`config.mk`:
```
export PLATFORM = sky130hd
export DESIGN_NAME = toccata_capture_ctrl
export DESIGN_NICKNAME = d
export VERILOG_FILES = /design/src/rtl/toccata_capture_ctrl.sv
export SDC_FILE = /design/constraint.sdc
export NUM_CORES = 1
export LEC_CHECK = 0
export BUFFER_PORTS_ARGS = -buffer_cell sky130_fd_sc_hd__buf_2
export CORE_UTILIZATION = 54
export CTS_BUF_LIST = sky130_fd_sc_hd__clkbuf_8
export CTS_CLUSTER_DIAMETER = 200
export DETAILED_ROUTE_END_ITERATION = 10
export GPL_TIMING_DRIVEN = 0
export PLACE_DENSITY = 0.82
export SLEW_MARGIN = 10
export SYNTH_ARGS = -nofsm -noshare
export SYNTH_HDL_FRONTEND = slang
export SYNTH_SLANG_ARGS = --single-unit
```
`constraint.sdc`:
```
create_clock -name clk -period 2.5 [get_ports clk]
set_input_delay 0.25 -clock clk [delete_from_list [all_inputs] [get_ports clk]]
set_output_delay 0.25 -clock clk [all_outputs]
set_load 0.02 [all_outputs]
```
`src/rtl/toccata_capture_ctrl.sv`:
```
// ---------------------------------------------------------------------------
// toccata_capture_ctrl
//
// Register-level controller for the Toccata capture path. It holds the
// capture configuration, sequences start / stop / drain of the capture FIFO,
// turns CPU DATA-register reads into FIFO read strobes, detects overrun and
// raises the capture interrupt.
//
// Optional feature macro: TOCCATA_CAP_OVRCNT_EN
//   defined   -> OVRCNT is an 8-bit saturating overrun counter. Any write to
//                OVRCNT clears it.
//   undefined -> there is no counter logic, and OVRCNT reads 8'h00.
//
// Parameters
//   FIFO_SIZE      capture FIFO depth in bytes
//   DRAIN_TIMEOUT  maximum number of cycles spent in DRAIN before the block
//                  is forced back to STOP
//
// Ports
//   clk            system clock
//   rst            asynchronous reset, active low
//   bus_sel        register access strobe, one cycle long
//   bus_we         1 = write, 0 = read
//   bus_addr       register select: 0 CTRL, 1 STATUS, 2 DATA, 3 OVRCNT
//   bus_wdata      write data
//   bus_rdata      read data, valid one cycle after bus_sel
//   cap_cen        capture enable (high only in RUN)
//   cap_freq_sel   sample-rate select
//   cap_sm         0 = mono, 1 = stereo
//   cap_fmt        0 = 8-bit unsigned, 1 = 16-bit two's complement
//   cap_css        crystal select
//   cap_rd         one-cycle FIFO read strobe
//   cap_data       FIFO data output
//   cap_empty      FIFO empty flag
//   cap_half_full  FIFO half-full flag
//   cap_full       FIFO full flag
//   cap_endata     new-sample strobe from the capture block
//   irq            level interrupt, active high
// ---------------------------------------------------------------------------
module toccata_capture_ctrl #(
  parameter int FIFO_SIZE     = 1024,
  parameter int DRAIN_TIMEOUT = FIFO_SIZE + 4
) (
  input  logic       clk,
  input  logic       rst,
  input  logic       bus_sel,
  input  logic       bus_we,
  input  logic [1:0] bus_addr,
  input  logic [7:0] bus_wdata,
  output logic [7:0] bus_rdata,
  output logic       cap_cen,
  output logic [2:0] cap_freq_sel,
  output logic       cap_sm,
  output logic       cap_fmt,
  output logic       cap_css,
  output logic       cap_rd,
  input  logic [7:0] cap_data,
  input  logic       cap_empty,
  input  logic       cap_half_full,
  input  logic       cap_full,
  input  logic       cap_endata,
  output logic       irq
);

  typedef enum logic [1:0] {
    ST_STOP  = 2'd0,
    ST_RUN   = 2'd1,
    ST_OVR   = 2'd2,
    ST_DRAIN = 2'd3
  } state_t;

  localparam logic [1:0] A_CTRL   = 2'd0;
  localparam logic [1:0] A_STATUS = 2'd1;
  localparam logic [1:0] A_DATA   = 2'd2;
  localparam logic [1:0] A_OVRCNT = 2'd3;

  localparam int             CNT_W      = $clog2(DRAIN_TIMEOUT + 1);
  // The counter holds the number of DRAIN cycles already completed. The
  // cycle that sees DRAIN_TIMEOUT-1 is therefore the last one allowed.
  localparam logic [CNT_W-1:0] DRAIN_LAST = CNT_W'(DRAIN_TIMEOUT - 1);

  state_t           state, state_d;
  logic             start_pend, start_pend_d;
  logic             ovr_flag;
  logic             ie_half;
  logic [CNT_W-1:0] drain_cnt;
  logic [7:0]       ovr_cnt_rd;
  logic [7:0]       rdata_d;

  // Decoded bus transactions.
  logic ctrl_wr, stat_wr, cpu_rd, data_rd, start_wr, stop_wr;
  logic overrun, drain_done;

  assign ctrl_wr  = bus_sel & bus_we & (bus_addr == A_CTRL);
  assign stat_wr  = bus_sel & bus_we & (bus_addr == A_STATUS);
  assign cpu_rd   = bus_sel & ~bus_we;
  assign data_rd  = cpu_rd & (bus_addr == A_DATA);
  assign start_wr = ctrl_wr & bus_wdata[0];
  assign stop_wr  = ctrl_wr & ~bus_wdata[0];

  // A new sample arrives while the FIFO has no room for it.
  assign overrun    = (state == ST_RUN) & cap_endata & cap_full;
  assign drain_done = cap_empty | (drain_cnt == DRAIN_LAST);

  // A CPU read and a drain in the same cycle merge into one strobe, and
  // reading an empty FIFO never strobes.
  assign cap_rd = ~cap_empty & (data_rd | (state == ST_DRAIN));

  // Next-state logic and cap_cen.
  // NOTE: every signal assigned in this block gets a default value first. A
  // path that leaves one of them unassigned would infer a latch.
  always_comb begin
    state_d      = state;
    start_pend_d = start_pend;
    cap_cen      = 1'b0;
    unique case (state)
      ST_STOP: begin
        if (start_wr | start_pend) begin
          state_d      = ST_RUN;
          start_pend_d = 1'b0;
        end
      end
      ST_RUN: begin
        cap_cen = 1'b1;
        // An overrun takes priority over a stop written in the same cycle.
        if (overrun)      state_d = ST_OVR;
        else if (stop_wr) state_d = ST_DRAIN;
      end
      ST_OVR: begin
        if (start_wr)  start_pend_d = 1'b1;
        if (!ovr_flag) state_d      = ST_DRAIN;
      end
      ST_DRAIN: begin
        if (start_wr)   start_pend_d = 1'b1;
        if (drain_done) state_d      = ST_STOP;
      end
      default: state_d = ST_STOP;
    endcase
  end

  // Read-data multiplexer. It is sampled into bus_rdata at the end of the
  // access cycle.
  always_comb begin
    rdata_d = 8'h00;
    unique case (bus_addr)
      A_CTRL:   rdata_d = {ie_half, cap_css, cap_fmt, cap_sm, cap_freq_sel,
                           state == ST_RUN};
      A_STATUS: rdata_d = {start_pend, state, irq, ovr_flag,
                           cap_full, cap_half_full, cap_empty};
      A_DATA:   rdata_d = cap_empty ? 8'h80 : cap_data;
      A_OVRCNT: rdata_d = ovr_cnt_rd;
      default:  rdata_d = 8'h00;
    endcase
  end

  // NOTE: sequential state is updated with non-blocking assignments only, so
  // each register sees the values that were present before the clock edge.
  always_ff @(posedge clk or negedge rst) begin
    if (!rst) begin
      state        <= ST_STOP;
      start_pend   <= 1'b0;
      drain_cnt    <= '0;
      ovr_flag     <= 1'b0;
      ie_half      <= 1'b0;
      cap_freq_sel <= 3'd0;
      cap_sm       <= 1'b0;
      cap_fmt      <= 1'b0;
      cap_css      <= 1'b0;
      irq          <= 1'b0;
      bus_rdata    <= 8'h00;
    end else begin
      state      <= state_d;
      start_pend <= start_pend_d;

      if ((state == ST_DRAIN) && !drain_done) drain_cnt <= drain_cnt + 1'b1;
      else                                    drain_cnt <= '0;

      if (overrun)                       ovr_flag <= 1'b1;
      else if (stat_wr && bus_wdata[3])  ovr_flag <= 1'b0;

      // The format fields are frozen outside STOP, so the capture block never
      // sees them change mid-stream. The interrupt enable can always change.
      if (ctrl_wr) begin
        ie_half <= bus_wdata[7];
        if (state == ST_STOP) begin
          cap_freq_sel <= bus_wdata[3:1];
          cap_sm       <= bus_wdata[4];
          cap_fmt      <= bus_wdata[5];
          cap_css      <= bus_wdata[6];
        end
      end

      irq <= ovr_flag | (ie_half & cap_half_full & (state == ST_RUN));

      if (cpu_rd) bus_rdata <= rdata_d;
    end
  end

`ifdef TOCCATA_CAP_OVRCNT_EN
  logic       ovc_wr;
  logic [7:0] ovr_cnt;

  assign ovc_wr = bus_sel & bus_we & (bus_addr == A_OVRCNT);

  // A clearing write takes priority over an overrun in the same cycle.
  always_ff @(posedge clk or negedge rst) begin
    if (!rst)                             ovr_cnt <= 8'h00;
    else if (ovc_wr)                      ovr_cnt <= 8'h00;
    else if (overrun && ovr_cnt != 8'hFF) ovr_cnt <= ovr_cnt + 8'h01;
  end

  assign ovr_cnt_rd = ovr_cnt;
`else
  assign ovr_cnt_rd = 8'h00;
`endif

endmodule
```
Word-level counts from Yosys, hierarchy flattened. Index checks and enable logic that the tools add are counted.

Input bits: 26. Output and inout port bits: 17. Word-level logic and storage cells: 69. Flip-flop bits (word level): 31.

Bitwise logic cells: 19. Reductions and logical operators: 11. Equality and inequality tests: 12. Multiplexer cells: 15. Add/subtract/negate cells: 1.

Operators by type and width (count): $pmux 8 s4 (1); $and 1x1->1 (12); $add 11x1->11 const B (1); $eq 11x11->1 const B (1); $mux 11 (1); $mux 2 (5); $eq 2x2->1 const B (4); $mux 8 (1); $pmux 2 s4 (1); $ne 2x2->1 const B (3); $mux 1 (5); $eq 2x1->1 const B (2); $logic_not 2->1 (2); $or 1x1->1 (4); $reduce_and 4->1 (1); $reduce_bool 2->1 (2); $ne 3x3->1 const B (1); $not 1->1 (3); $reduce_and 3->1 (1); $logic_and 1x1->1 (2); $ne 2x1->1 const B (1); $pmux 1 s2 (1); $reduce_and 2->1 (1); $reduce_or 2->1 (1); $logic_not 1->1 (1).

Longest topological paths before layout. Gate-level depths: netlist of run 1.

Word-level depth: 6. Gate-level depth with buffers: 7. Mapped depth without buffers: 7.

Least setup slack after synthesis of run 1. Ideal clock, no wire load.

Kind: register to register. Start: register state[1]. End: register state[1]. Arrival: 1.746 ns. Library setup time: 0.125 ns. Buffers on the path: 0. Slack: 0.629 ns. Data required time: 2.375 ns. Cell stages (with the launch flop): 8. Period minus slack after synthesis: 1.871 ns. Path through: dfrtp_1 -> inv_1 -> ha_1 -> a21bo_2 -> a21oi_2 -> o21ai_2 -> and3_4 -> mux2_4.

Longest elaborated chain between the ends: 5. Elaborated cells between the ends (all ways): 13. Those cells by class: 7 x eq/ne; 2 x mux; 2 x bitwise; 2 x reduce/logical.

Ends and longest elaborated chain: start, declared (line 82) `state_t state, state_d;`; start signal, assigned (line 172) `state <= state_d;`; $eq 2x1->1 (line 102, 116); $and 1x1->1 (2 in series) (line 102) `assign overrun = (state == ST_RUN) & cap_endata & cap_full;`; $ne 3x3->1 (no line) / $mux 2 (equally long branches); $reduce_and 4->1 (no line) / $pmux 2 s4 (equally long branches).

Parallel ways exist; a longest one is shown, timed or not. A chain may end at the register's enable or synchronous reset.

Final worst setup path of run 1. Same ends and word-level chain as after synthesis.

==> qor.log, run 1 <==
[run_status] outcome finished clean
[yosys] Post-synth ARST share 100%
[power] Power per Cell Area 961 mW/mm²
[die] overall die height 56.4 µm
[clock_tree] H-tree depth reported by CTS 2
[clock_tree] number of CTS-inserted buffers 5
[yosys] number of nets produced by synthesis 191
[setup_path] critical path launch point type flop
[die] Initial Util 57.5%
[placement] detailed placer's ending HPWL 2620 µm
[global_routing] GR Overflow Total 0
[layout] antenna cells 0
[setup_path] library cell contributing the largest single delay on the critical path dfrtp_1
[power] static leakage 0.976 nW
[yosys] Synth top area share 48.5%
[power] relative contribution of combinational cells to total power 38.2%
[drt] number of nets with antenna violations after detailed routing 0
[yosys] average cell area after synthesis 10.1 µm²
[timing] number of setup violations in the final report 0
[clock_tree] Clock Pin Slew Worst Setup and Hold Paths 0.06 ns
[setup_path] required time of the critical path 2.67 ns
[yosys] most frequently used cell type in the post-synthesis netlist dfrtp_1
[yosys] most numerous cell types in the synthesized netlist 31 x dfrtp_1, 23 x nor2_1, 14 x nand2_1
[worst_hold_path] class of the tightest hold or removal check in -> async
[setup_path] critical path cell sequence inv_1 -> ha_1 -> a21bo_2 -> a21oi_2 -> o21ai_2 -> and3_4 -> mux2_4
[clock_tree] Post-CTS Setup Inserts 0
[clock_tree] cts repair resizes 0
[yosys] sequential cell area fraction in the yosys report 48.5%
[setup_path] critical path type reg -> reg
[power] total design power 1.87 mW
[layout] total of fill cells in the finished design 225
[timing] setup repair after global routing missed its margin false
[clock_tree] Clk Latency, worst-skew pair 0.28 ns
[die] chip width 56.4 µm
[yosys] cell count after synthesis 159
[setup_path] crit-path max cell delay 0.45 ns
[setup_path] buffers and inverters on the worst path 1
[global_routing] maximum number of pins on one net before global-route repair 32
[setup_path] reg2reg setup slack 0.60 ns
[power] net switching power of the design 0.695 mW
[yosys] top cells by area, synth dfrtp_1 48%, nor2_1 5.4%, mux2i_1 5.0%
[yosys] top_reg_cell synth dfrtp_1
[yosys] most area-hungry cell type in the Yosys netlist dfrtp_1
[clock_tree] buffers from clock root to sink, at most 2
[layout] layout cells sized above 1 30.1%
[power] clock share of power 22.4%
[setup_path] Worst EP arrival 2.06 ns
[timing] Peak Freq 526 MHz
[setup_path] Critical Path End Type flop
[die] number of top-level pins 43
[power] part of the total power dissipated in sequential elements 39.4%
[timing] post-route fraction of the period consumed by the critical path 76.0%
[timing] number of hold violations in the final report 0
[setup_path] largest delay contributor family on the critical path flip-flops
[yosys] count of flip-flops with a built-in enable after synthesis 0
[global_routing] first-pass GRT wire length 5930 µm
[yosys] Yosys warnings 0
[yosys] cell area after technology mapping 0.00160 mm²
[placement] placer's final routability congestion estimate 0.904
[drt] Wirelength per Cell 14.5 µm
[yosys] number of library cell types mapped by synthesis 33
[clock_tree] number of buffers inserted for hold repair after clock tree synthesis 0
[timing] final clock skew 0.00338 ns
[global_routing] via count of the first global-routing pass 1321
[drt] routed via count divided by cell count 5.41
[drt] residual DRC count 0
[clock_tree] Clock Tree Root clkbuf_8
[die] core box area 0.00278 mm²
[layout] Final nets 240
[power] Sw Ratio 37.1%
[global_routing] global routing usage summed across all routing layers 23.9%
[yosys] number of synthesized register bits 31
[drt] number of detailed-route iterations in the first pass 3
[drt] detailed router's first-iteration violation count 45
[timing] headroom to the max-slew limit 54.5%
[die] number of standard-cell rows in the floorplan 19
[clock_tree] count of clock tree sinks 31
[job] total of max-cap violations 0
[setup_path] highest fanout seen on the critical path 7
[drt] aggregate routed wire length 3480 µm
[timing] transition at the pin with the smallest max-transition slack 0.682 ns
[power] internal power summed over all cells 1.18 mW
[die] floorplan die area 0.00318 mm²
[timing] number of pins exceeding their max-slew limit in the final report 0
[clock_tree] clock tree from TritonCTS done
[drt] via count 1298
[layout] area delta synth->final 21.8%
[power] worst supply voltage drop on vdd 0.752 mV
[timing] Final Critical Period 1.90 ns
[global_routing] antenna violations before repair 0
[timing] sum of negative setup slack 0 ns
[placement] PortBufs 42
## path summary, 6_finish.rpt
check / start / end / cells past startpoint
worst max-delay path: state[1] / state[1] / 7
worst min-delay path: rst / cap_sm / 1
worst max register to register: state[1] / state[1] / 7
worst min register to register: bus_rdata[6] / bus_rdata[6] / 2
max in group asynchronous: rst / drain_cnt[1] / 1
min in group clk: bus_wdata[5] / cap_fmt / 2
## logic make-up after synthesis
group	after synthesis	share of synthesized area [%]
buffers and inverters	11	2.89
adder cells (fa/ha/maj)	6	4.69
AO/OA/AOI/OAI	27	10.1
AND/OR/NAND/NOR	58	17.4
XOR/XNOR	9	4.93
flip-flops	31	48.5
multiplexers	17	11.6
## per-layer routing
metal  track usage (%)  up-vias  wire, µm
met3              5.53        6       134
met1              27.9      624      1480
met2              43.0       26      1810
met5                 0        -         0
li1                  -      642         -
met4              7.67        0        44
## cells in the final DEF, fill, tap and decap left out, types with 6 or more instances in the layout
cell type and instances:
nand2_1 14, clkbuf_8 7, buf_2 46, mux2i_1 8, dfrtp_1 31, mux2_1 6
ha_1 6, inv_1 7, nand3_1 9, nor2_1 23, xor2_1 6, o21ai_1 6
a21oi_1 8
## stage by stage
| stage | setup slack, ns | instance area, µm² | utilization [%] | hold slack [ns] | cells |
|---|---|---|---|---|---|
| 6_report | 0.600 | 1950 | 70.1 | 0.00228 | 240 |
| 3_5_place_dp | 0.598 | 1850 | 66.5 | 0.328 | 232 |
| 3_3_place_gp | 0.640 | 1850 | 66.5 | 0.315 | 232 |
| 4_1_cts | 0.591 | 1950 | 70.1 | 0.0280 | 240 |
| 5_1_grt | 0.483 | 1950 | 70.1 | 0.0581 | 240 |
| 2_1_floorplan | 0.629 | 1600 | - | -0.0456 | 159 |
## power by group through the flow
| stage | sequential [mW] | combinational [mW] | clock [mW] |
|---|---|---|---|
| detailed placement | 0.745 | 0.717 | 0 |
| CTS | 0.738 | 0.724 | 0.426 |
| floorplan | 0.819 | 0.404 | 0 |
| finish | 0.738 | 0.715 | 0.421 |
| global placement | 0.733 | 0.682 | 0 |
| global route | 0.755 | 0.793 | 0.450 |
## area by class of cell
type	instances	area, µm²	area share, %
clock inverters	1	3.75	0.193
plain buffers	5	23.8	1.22
clock buffers	7	96.3	4.94
flip-flops and latches	31	776	39.8
multi-input cells	117	778	39.9
inverters	6	22.5	1.16
well taps	31	38.8	1.99
repair buffers	42	210	10.8
## flip-flops by register name, summed over array words and instances (netlist names)
register / cells
cap_fmt: 1
ovr_flag: 1
state: 2
irq: 1
start_pend: 1
bus_rdata: 8
ie_half: 1
cap_freq_sel: 3
cap_css: 1
drain_cnt: 11
cap_sm: 1
(Power assumes the default switching activity.)
==> run 2, diff against run 1 <==
clock period = 1.85 ns   (was 2.5 ns; I/O delays follow)
==> run 2 against run 1 <==
Against the previous run: register-to-register slack got worse by 0.52 ns; power up 37%; wire length fell by 4.8%; first-iteration DRC count increased by 49%; largest cell class unchanged; clock skew grew 0.0028 ns; via count grew 0.54%; worst hold slack improved by 0.11 ns.
==> qor.log, run 2 (synthesized netlist as in run 1, its figures left out) <==
[drt] detailed router's first-iteration violation count 67
[worst_hold_path] class of the tightest hold or removal check in -> reg
[global_routing] antenna violations before repair 0
[clock_tree] Clock Tree Root clkbuf_8
[timing] setup repair after global routing missed its margin false
[placement] PortBufs 42
[drt] number of nets with antenna violations after detailed routing 0
[clock_tree] buffers from clock root to sink, at most 2
[placement] placer's final routability congestion estimate 0.818
[setup_path] required time of the critical path 2.02 ns
[placement] number of placed instances with taps included 232
[job] total of max-cap violations 0
[layout] largest registers drain_cnt: 11 flops, bus_rdata: 8 flops, cap_freq_sel: 3 flops
[power] Power per Cell Area 1300 mW/mm²
[drt] number of detailed-route iterations in the first pass 4
[global_routing] maximum number of pins on one net before global-route repair 32
[timing] Final Critical Period 1.76 ns
[clock_tree] clock tree from TritonCTS done
[die] number of top-level pins 43
[global_routing] first-pass GRT wire length 5830 µm
[die] Initial Util 57.5%
[timing] final setup margin 0.0853 ns
[clock_tree] number of CTS-inserted buffers 5
[global_routing] global routing usage summed across all routing layers 24.2%
[power] worst supply voltage drop on vdd 0.981 mV
[layout] register with the most flip-flops drain_cnt
[setup_path] critical path cell sequence inv_2 -> ha_4 -> a21bo_2 -> a21oi_2 -> o21ai_2 -> and3_4 -> mux2_4
[setup_path] worst r2r path cells 7
[layout] total of fill cells in the finished design 215
[drt] residual DRC count 0
[drt] aggregate routed wire length 3310 µm
[global_routing] GR Overflow Total 0
[setup_path] Critical Path End Type flop
[layout] area delta synth->final 23.4%
[die] core box area 0.00278 mm²
[worst_hold_path] end point of the most critical hold path cap_freq_sel[1]
[setup_path] Worst EP arrival 1.94 ns
[setup_path] critical path type reg -> reg
[global_routing] met1 Usage GRT 32.0%
[layout] Final Cell Area 0.00197 mm²
[timing] headroom to the max-slew limit 54.8%
[layout] antenna cells 0
[setup_path] reg-to-reg critical path startpoint state[1]
[drt] routed via count divided by cell count 5.41
[setup_path] library cell contributing the largest single delay on the critical path dfrtp_2
[timing] number of hold violations in the final report 0
[setup_path] highest fanout seen on the critical path 7
[timing] transition at the pin with the smallest max-transition slack 0.678 ns
[setup_path] endpoint of the worst-slack reg-to-reg timing path state[1]
[clock_tree] H-tree depth reported by CTS 2
[power] static leakage 0.978 nW
[placement] dpl ws -0.0278 ns
[global_routing] routing usage on met3 8.53%
[timing] number of pins exceeding their max-slew limit in the final report 0
[layout] commonest non-fill, non-tap cell in the layout buf_2
[die] chip width 56.4 µm
[setup_path] crit-path max cell delay 0.46 ns
[layout] commonest cells after routing, fill and taps aside 46 x buf_2, 29 x dfrtp_1, 23 x nor2_1
[drt] Wirelength per Cell 13.7 µm
[power] total design power 2.57 mW
[layout] layout cells sized above 1 31.9%
[timing] final clock skew 0.00617 ns
[die] overall die height 56.4 µm
[setup_path] reg2reg setup slack 0.09 ns
[worst_hold_path] HP Start bus_wdata[2]
[layout] fraction of the core area covered by cells at the end of the flow 71.0%
[die] number of standard-cell rows in the floorplan 19
[clock_tree] Clock Pin Slew Worst Setup and Hold Paths 0.06 ns
[clock_tree] Clk Latency, worst-skew pair 0.29 ns
[timing] Peak Freq 567 MHz
[placement] total cell area at the placement stage 0.00185 mm²
[clock_tree] count of clock tree sinks 31
[layout] flip-flop count of the largest register after layout 11
[global_routing] most used routing layer met2
[layout] final cell count without fillers 241
[placement] detailed placer's ending HPWL 2560 µm
[layout] Final nets 241
[global_routing] fraction of met2 tracks used by global routing 37.3%
[worst_hold_path] cell count of the worst hold path 2
[run_status] outcome finished clean
[timing] post-route fraction of the period consumed by the critical path 95.4%
[setup_path] critical path launch point type flop
[drt] via count 1305
[timing] number of setup violations in the final report 0
[global_routing] via count of the first global-routing pass 1309
[die] floorplan die area 0.00318 mm²
-- run 2: critical path: cells and delay by family (launching register included) --
| kind | cells | cell delay [ns] |
|---|---|---|
| DFF | 1 | 0.46 |
| AOI/OAI and AO/OA | 3 | 0.45 |
| muxes | 1 | 0.29 |
| and+or+nand+nor | 1 | 0.18 |
| adders and majority gates | 1 | 0.16 |
| buffers and inverters | 1 | 0.11 |
-- run 2: worst max path at each step --
| stage | endpoint | start | depth (start not counted) | slack [ns] |
|---|---|---|---|---|
| 4_1_cts | state[1] | state[1] | 7 | 0.01 |
| 3_3_place_gp | state[1] | state[1] | 7 | 0.02 |
| 5_1_grt | state[1] | state[1] | 7 | 0.03 |
| 3_5_place_dp | state[1] | state[1] | 7 | -0.03 |
| 2_1_floorplan | state[1] | state[1] | 7 | 0.05 |
| 6_report | state[1] | state[1] | 7 | 0.09 |
-- run 2: timing repair --
action,in CTS,in global routing
setup buffers,0,0
hold buffers,1,0
resized for setup,1,3
setup endpoints to repair,1,1
cloned,0,0
hold endpoints to repair,31,0
-- run 2: where the power goes --
group | internal [mW] | total [mW] | switching [mW]
Clock | 0.333 | 0.580 | 0.247
Combinational | 0.427 | 0.978 | 0.551
Sequential | 0.853 | 1.01 | 0.158
-- run 2: layout make-up --
type                    instances  area, µm²  area share [%]
multi-input cells             117        791            40.1
flip-flops and latches         31        778            39.4
repair buffers                 43        220            11.2
clock buffers                   7       96.3            4.88
well taps                      31       38.8            1.96
plain buffers                   5       23.8            1.20
inverters                       6       22.5            1.14
clock inverters                 1       3.75           0.190
-- run 2: stage by stage --
step	TNS, ns	hold WS [ns]
3_5_place_dp	-0.0278	0.260
4_1_cts	0	0.107
6_report	0	0.110
5_1_grt	0	0.105
3_3_place_gp	0	0.252
2_1_floorplan	0	-0.111
-- run 2: per-layer routing --
layer	up-vias	wire length [µm]	part of all wire [%]
met5	-	0	0
met4	0	46	1.4
met3	6	174	5.3
met2	37	1560	47
met1	617	1530	46
li1	645	-	-
==> run 3, diff against run 2 <==
CORE_MARGIN = 10   (was not set)
==> run 3 against run 2 <==
Against the previous run: die area increased by 74%; cell count unchanged; core utilization about the same; critical path type unchanged; critical endpoint unchanged; largest cell class unchanged.
==> qor.log, run 3 (synthesized netlist as in run 1, its figures left out) <==
[run_status] outcome finished clean
[layout] commonest cells after routing, fill and taps aside 46 x buf_2, 29 x dfrtp_1, 23 x nor2_1
[drt] aggregate routed wire length 3860 µm
[clock_tree] clock tree from TritonCTS done
[timing] setup repair after global routing missed its margin false
[layout] commonest non-fill, non-tap cell in the layout buf_2
[layout] area delta synth->final 24.5%
[setup_path] critical path launch point type flop
[layout] layout cells sized above 1 32.4%
[timing] final setup margin 0.0690 ns
[die] floorplan die area 0.00554 mm²
[timing] sum of negative setup slack 0 ns
[timing] headroom to the max-slew limit 55.4%
[layout] antenna cells 0
[setup_path] Critical Path End Type flop
[drt] routed via count divided by cell count 5.51
[setup_path] Worst EP arrival 1.95 ns
[drt] number of detailed-route iterations in the first pass 4
[setup_path] reg-to-reg critical path startpoint state[1]
[power] worst supply voltage drop on vdd 1.06 mV
[global_routing] maximum number of pins on one net before global-route repair 32
[global_routing] antenna violations before repair 0
[setup_path] buffers and inverters on the worst path 1
[layout] Final nets 241
[drt] residual DRC count 0
[drt] Wirelength per Cell 16.0 µm
[layout] register with the most flip-flops drain_cnt
[setup_path] crit-path max cell delay 0.46 ns
[drt] number of nets with antenna violations after detailed routing 0
[placement] number of placed instances with taps included 232
[layout] flip-flop count of the largest register after layout 11
[clock_tree] number of CTS-inserted buffers 5
[clock_tree] Clk Latency, worst-skew pair 0.28 ns
[placement] dpl ws -0.0314 ns
[timing] transition at the pin with the smallest max-transition slack 0.669 ns
[timing] number of setup violations in the final report 0
[clock_tree] buffers from clock root to sink, at most 2
[timing] Final Critical Period 1.78 ns
[timing] final clock skew 0.00280 ns
[die] number of standard-cell rows in the floorplan 19
[setup_path] worst r2r path cells 7
[setup_path] number of cells on the critical path 7
[timing] number of pins exceeding their max-slew limit in the final report 0
[die] chip width 74.4 µm
[placement] PortBufs 42
[setup_path] critical path type reg -> reg
[job] total of max-cap violations 0
[die] core box area 0.00281 mm²
[drt] via count 1328
[timing] Peak Freq 561 MHz
[die] number of top-level pins 43
[clock_tree] count of clock tree sinks 31
[worst_hold_path] class of the tightest hold or removal check in -> reg
[timing] number of hold violations in the final report 0
[timing] post-route fraction of the period consumed by the critical path 96.3%
[layout] final cell count without fillers 241
[power] Power per Cell Area 1360 mW/mm²
[setup_path] library cell contributing the largest single delay on the critical path dfrtp_2
[setup_path] largest delay contributor family on the critical path flip-flops
[worst_hold_path] HP Start bus_wdata[2]
[setup_path] Worst setup startpoint state[1]
[setup_path] highest fanout seen on the critical path 7
[clock_tree] Clock Tree Root clkbuf_8
[global_routing] GR Overflow Total 0
[drt] detailed router's first-iteration violation count 55
[placement] placer's final routability congestion estimate 0.844
[clock_tree] Clock Pin Slew Worst Setup and Hold Paths 0.06 ns
[global_routing] first-pass GRT wire length 6420 µm
[worst_hold_path] cell count of the worst hold path 2
[power] total design power 2.70 mW
[die] overall die height 74.4 µm
[setup_path] critical path cell sequence inv_2 -> ha_4 -> a21bo_2 -> a21oi_2 -> o21ai_2 -> and3_4 -> mux2_4
[global_routing] global routing usage summed across all routing layers 15.2%
[die] Initial Util 57.0%
[power] static leakage 0.983 nW
[layout] largest registers drain_cnt: 11 flops, bus_rdata: 8 flops, cap_freq_sel: 3 flops
[placement] detailed placer's ending HPWL 3010 µm
[global_routing] via count of the first global-routing pass 1324
[setup_path] required time of the critical path 2.02 ns
[clock_tree] H-tree depth reported by CTS 2
==> run 3: cell types whose count changed in the layout (fill, tap and decap cells not counted), sizes merged <==
cell / before / now
inv: 7 / 6
clkbuf: 8 / 7
clkinv: 0 / 1
bufinv: 0 / 1
==> run 3: cell type report <==
class                      instances  area [µm²]
buffer                             5        23.8
clock buffer                       6        82.6
sequential                        31         778
multi-input combinational        117         791
fill                             216         813
clock inverter                     2        35.0
timing repair buffer              43         220
tap                               31        38.8
inverter                           6        22.5
==> run 3: metrics by stage <==
step | util [%] | area, µm² | hold WS, ns
final | 71.0 | 1990 | 0.116
after detailed placement | 66.0 | 1850 | 0.256
after global routing | 71.0 | 1990 | 0.106
after global placement | 66.0 | 1850 | 0.254
after CTS | 70.9 | 1990 | 0.114
after floorplan | - | 1600 | -0.111
==> run 3: metal layers <==
layer	up-vias	wire, µm	global-route usage (%)
met5	-	0	0
met4	0	51	4.41
met3	8	255	5.45
met2	33	1930	25.8
met1	639	1620	17.6
li1	648	-	-
==> run 3: final timing paths <==
kind                                   end  slack, ns
hold / removal             cap_freq_sel[1]       0.12
setup / recovery                  state[1]       0.07
max in group asynchronous         state[1]       0.88
hold reg to reg               bus_rdata[2]       0.48
min in group asynchronous          cap_css       0.50
setup reg to reg                  state[1]       0.07
==> run 3: power by group <==
group / total, mW / internal, mW / switching (mW)
clock network: 0.685 / 0.435 / 0.250
logic: 1.01 / 0.430 / 0.579
registers: 1.01 / 0.853 / 0.155
total: 2.70 / 1.72 / 0.984
==> run 3: what timing repair did <==
action	in CTS	in global routing
endpoints found under the setup margin	1	1
buffers inserted	0	0
hold buffers	1	0
hold endpoints to repair	31	0
gates resized for setup	2	2
cloned	0	0
==> run 3: worst register-to-register path, delay by kind of cell, from the launching register on <==
| kind | cells | cell delay (ns) |
|---|---|---|
| simple gates | 1 | 0.18 |
| buf+inv | 1 | 0.12 |
| compound gates | 3 | 0.45 |
| flops | 1 | 0.46 |
| fa+ha+maj | 1 | 0.18 |
| mux | 1 | 0.29 |
